==> config.mk <==
export PLATFORM = sky130hd
export DESIGN_NAME = mem_access_master
export DESIGN_NICKNAME = d
export VERILOG_FILES = /design/src/rtl/mem_access_master.sv
export SDC_FILE = /design/constraint.sdc
export NUM_CORES = 1
export LEC_CHECK = 0
export BUFFER_PORTS_ARGS = -buffer_cell sky130_fd_sc_hd__buf_4
export CORE_UTILIZATION = 47
export DETAILED_ROUTE_END_ITERATION = 6
export PLACE_DENSITY = 0.78
export SETUP_SLACK_MARGIN = 0.3
export SYNTH_ARGS = -nofsm -noshare
export SYNTH_HDL_FRONTEND = slang
export SYNTH_SLANG_ARGS = --single-unit
==> constraint.sdc <==
create_clock -name clk -period 2.15 [get_ports clk]
set_input_delay 0 -clock clk [delete_from_list [all_inputs] [get_ports clk]]
set_output_delay 0 -clock clk [all_outputs]
set_load 0.02 [all_outputs]
==> src/rtl/mem_access_master.sv <==
// Single-beat initiator for a generic single-port memory (add/datw/datr/en/we).
// Define READBACK_CHECK_EN to follow every write with a verify read that sets sticky chk_err.
module mem_access_master #(
    parameter int unsigned AW     = 8,
    parameter int unsigned DW     = 8,
    parameter int unsigned RD_LAT = 1,
    parameter int unsigned GAP    = 2
) (
    input  logic          clk,
    input  logic          rst,
    input  logic          cmd_valid,
    output logic          cmd_ready,
    input  logic          cmd_we,
    input  logic [AW-1:0] cmd_add,
    input  logic [DW-1:0] cmd_dat,
    output logic [AW-1:0] mem_add,
    output logic [DW-1:0] mem_datw,
    output logic          mem_en,
    output logic          mem_we,
    input  logic [DW-1:0] mem_datr,
    output logic          rsp_valid,
    output logic [DW-1:0] rsp_dat,
    output logic          busy,
    output logic          chk_err
);

    typedef enum logic [2:0] {
        StIdle,
        StAccess,
        StRdWait,
        StGap
`ifdef READBACK_CHECK_EN
        , StVerify
`endif
    } state_e;

    // GAP=0 wraps GapLoad, but the gap state is never entered in that case.
    localparam logic [3:0] RdLoad  = 4'(RD_LAT - 1);
    localparam logic [3:0] GapLoad = 4'(GAP - 1);

    state_e     state_q;
    logic [3:0] cnt_q;
    logic       we_q;

    assign cmd_ready = (state_q == StIdle);

    always_ff @(posedge clk) begin
        if (rst) begin
            state_q   <= StIdle;
            cnt_q     <= '0;
            we_q      <= 1'b0;
            mem_add   <= '0;
            mem_datw  <= '0;
            mem_en    <= 1'b0;
            mem_we    <= 1'b0;
            rsp_valid <= 1'b0;
            rsp_dat   <= '0;
            busy      <= 1'b0;
`ifdef READBACK_CHECK_EN
            chk_err   <= 1'b0;
`endif
        end else begin
            mem_en    <= 1'b0;
            mem_we    <= 1'b0;
            rsp_valid <= 1'b0;
            unique case (state_q)
                StIdle: begin
                    if (cmd_valid) begin
                        we_q    <= cmd_we;
                        mem_add <= cmd_add;
                        if (cmd_we) begin
                            mem_datw <= cmd_dat;
                        end
                        mem_en  <= 1'b1;
                        mem_we  <= cmd_we;
                        busy    <= 1'b1;
                        state_q <= StAccess;
                    end
                end
                StAccess: begin
                    if (we_q) begin
`ifdef READBACK_CHECK_EN
                        // Verify read reuses the held address; mem_we stays low.
                        mem_en  <= 1'b1;
                        state_q <= StVerify;
`else
                        if (GAP == 0) begin
                            state_q <= StIdle;
                            busy    <= 1'b0;
                        end else begin
                            cnt_q   <= GapLoad;
                            state_q <= StGap;
                        end
`endif
                    end else begin
                        cnt_q   <= RdLoad;
                        state_q <= StRdWait;
                    end
                end
`ifdef READBACK_CHECK_EN
                StVerify: begin
                    cnt_q   <= RdLoad;
                    state_q <= StRdWait;
                end
`endif
                StRdWait: begin
                    if (cnt_q == 4'd0) begin
`ifdef READBACK_CHECK_EN
                        if (we_q) begin
                            if (mem_datr != mem_datw) begin
                                chk_err <= 1'b1;
                            end
                        end else begin
                            rsp_dat   <= mem_datr;
                            rsp_valid <= 1'b1;
                        end
`else
                        rsp_dat   <= mem_datr;
                        rsp_valid <= 1'b1;
`endif
                        if (GAP == 0) begin
                            state_q <= StIdle;
                            busy    <= 1'b0;
                        end else begin
                            cnt_q   <= GapLoad;
                            state_q <= StGap;
                        end
                    end else begin
                        cnt_q <= cnt_q - 4'd1;
                    end
                end
                StGap: begin
                    if (cnt_q == 4'd0) begin
                        state_q <= StIdle;
                        busy    <= 1'b0;
                    end else begin
                        cnt_q <= cnt_q - 4'd1;
                    end
                end
                default: begin
                    state_q <= StIdle;
                    busy    <= 1'b0;
                end
            endcase
        end
    end

`ifndef READBACK_CHECK_EN
    assign chk_err = 1'b0;
`endif

endmodule

==> summary.md <==
| Metric | Value |
|---|---|
| Status | finished with violations |
| Failing checks | DRC |
| Max VDD drop | 0.772 mV |
| Clock sink count | 35 |
| Final WL | 3760 µm |
| Syn Area/Cell | 8.27 µm² |
| WP data arrival | 2.02 ns |
| Post-synthesis mux area share | 2.08% |
| Met2 routed WL | 2020 µm |
| Peak Freq | roughly 570 MHz |
| Distinct cells, synth | 29 |
| Largest family of logic cells by synthesized area | simple AND/OR/NAND/NOR gates |
| Max_cap viols | 0 |
| Clock Pin Slew Worst Setup and Hold Paths | 0.10 ns |
| Synth Area in Adders | 6.06% |
| Net count, final | 291 |
| Routed Antenna Nets | 0 |
| Pre-antenna DRT Iters | 6 |
| Met3 WL | 176 µm |
| Clk_skew | 0.0104 ns |
| Async S/R FF share, synth | 0% |
| Tcrit/Tclk final | between 80% and 90% |
| Horiz. Die Dim | 57.5 µm |
| Top_reg_cell synth | dfxtp_1 |
| Synth Area in Simple Gates | a little under a quarter |
| Max Transition Viols Final | 0 |
| CTS buffer count | 5 |
| Seq/Total Area, Yosys | about half |
| Die area | between 3000 and 4000 µm² |
| GP Congestion | 0.767 |
| Worst path required time | roughly 2.4 ns |
| Number of I/O port buffers | 56 |
| Setup TNS | 0 ns |
| TritonCTS clock tree | yes |
| Design area | 2210 µm² |
| Synth Instances | 175 |
| WHS Endpoint | we_q |
| Grt total ovfl | 0 |
| Maximum clock insertion buffer count | 2 |
| Final Hold Fails | 0 |
| Initial antenna violation count | 0 |
| Static Leakage | 0.990 nW |
| Via-to-Cell Ratio | 5.14 |
| Hold Crit Depth | 2 |
| Post-synthesis compound-gate area fraction | 15.9% |
| Area Overhead vs Synth | 53.0% |
| Total track usage | 23.1% |
| DP HPWL | 2360 µm |
| R2R Path End | cnt_q[3] |
| Final setup violation count | 0 |
| Chip height | 57.5 µm |
| Peak fanout along the critical path | 8 |
| Initial Util | 51.1% |
| Final min period | about 1.8 ns |
| Worst setup EP type | flip-flop |
| Rows | 19 |
| R2r setup slk | around 0.38 ns |
| RSZ-0062 raised after global routing | false |
| Hold crit path type | input port to flip-flop |
| Xor/xnor share of the synthesized area | 0% |
| Reg-to-Reg Start | state_q[1] |
| Root Driver | clkbuf_4 |
| I/O Pins | 58 |
| Clk_lat worst skew | 0.32 ns |
| Synth warn | 0 |
| Wirelength per Cell | 13.1 µm |
| Layout cells sized above 1 | roughly 29% |
| Worst Reg-to-Reg Cells | 5 |
| EDFF count, synth | 0 |
| DRT iter0 DRCs | 56 |
| Startpoint Class | flip-flop |
| Hold Crit Start | rst |
| Vias in the first global route | 1,330 |
| Mapped Area | 1450 µm² |
| Largest net degree at the start of global routing | 35 |
| CTS H-Tree Depth | 2 |
| Number of DRC violations after detailed routing | 6 |
| Core footprint | 2830 µm² |
| DP Area | 1880 µm² |
| M1 WL | 1530 µm |
| Highest routed layer | met4 |
| #FFs+latches synth | 35 |
| Post-synthesis net count | 210 |
| Number of diodes | 0 |
| Pwr dens | about 1100 nW/µm² |
| Hold Worst Slack | 0.0562 ns |
| DR vias | 1,479 |
| Crit Path Class | flip-flop to flip-flop |
| First-pass GRT wire length | 5800 µm |
-- where the power goes --
part           switching, mW  internal [mW]
combinational          0.616          0.533
sequential            0.0951          0.796
clock                  0.205          0.126
total                  0.916           1.45
-- synthesized netlist by cell type, drive strengths merged (2+ instances only) --
cell type	count	area, µm²
nand2	52	195
dfxtp	35	701
a21oi	27	135
clkbuf	9	33.8
ha	7	87.6
inv	7	26.3
nor2	5	18.8
a211oi	4	35.0
o21ai	4	20.0
mux2i	3	30.0
or4	3	22.5
nor4bb	2	20.0
or3	2	12.5
-- per-stage QoR --
stage	worst slack [ns]	cells	util, %	power, mW
after detailed placement	0.237	254	66.5	1.92
after global placement	0.298	254	66.5	1.88
after CTS	0.337	286	77.4	2.33
final	0.384	288	78.2	2.37
after floorplan	0.344	175	-	1.58
after global routing	0.305	288	78.2	2.54
-- how the worst max path moves through the flow --
stage / cells past startpoint / to / slack, ns / startpoint
final: 5 / cnt_q[3] / 0.38 / state_q[1]
after global routing: 5 / cnt_q[3] / 0.31 / state_q[1]
after CTS: 5 / cnt_q[3] / 0.34 / state_q[0]
after detailed placement: 5 / cnt_q[3] / 0.24 / state_q[0]
after global placement: 5 / cnt_q[3] / 0.30 / state_q[0]
after floorplan: 5 / cnt_q[3] / 0.34 / state_q[0]
-- placed cells by master, fill, tap and decap left out, types with 2 or more instances in the layout --
cell / n
buf_4: 60
a211oi_1: 2
ha_1: 6
or3_1: 2
dfxtp_1: 33
dlygate4sd3_1: 24
o21ai_0: 4
or4_1: 3
nand2_1: 52
clkbuf_4: 5
dfxtp_4: 2
a211oi_2: 2
nor2_1: 5
nor4bb_1: 2
mux2i_1: 3
inv_1: 7
a21oi_1: 27
-- area by class of cell --
cell class                 instances  area (µm²)
fill                             204         616
inverter                           7        26.3
sequential                        35         708
clock buffer                       6        41.3
clock inverter                     2        12.5
timing repair buffer              84         691
tap                               31        38.8
multi-input combinational        123         696
-- registers in the layout (all words and copies together) (netlist names) --
name,count
mem_we,1
mem_en,1
rsp_dat,8
state_q,2
mem_add,8
cnt_q,4
busy,1
mem_datw,8
rsp_valid,1
we_q,1
-- critical path, stage by stage, from the launching register on --
cell      delay [ns]
dfxtp_4         0.38
inv_1           0.08
ha_4            0.19
or4_1           0.52
or3_1           0.33
a211oi_2        0.20
-- layer usage --
layer  up-vias  global-route usage (%)
li1        746                       -
met1       677                    26.2
met2        52                    42.9
met3         4                    4.08
met4         0                    8.36
met5         -                       0
-- cells by family after synthesis --
group / count (synthesis)
and+or+nand+nor: 72
AOI/OAI and AO/OA: 40
DFF: 35
buffers and inverters: 17
adders and majority gates: 7
muxes: 3
other: 1
-- timing repair --
action                     CTS  global route
hold endpoints to repair    24             0
pin swaps                    0             1
resized for setup            3             3
cloned                       0             0
buffers inserted             0             2
hold buffers                24             0
setup endpoints to repair    1             2
(Power assumes the default switching activity.)
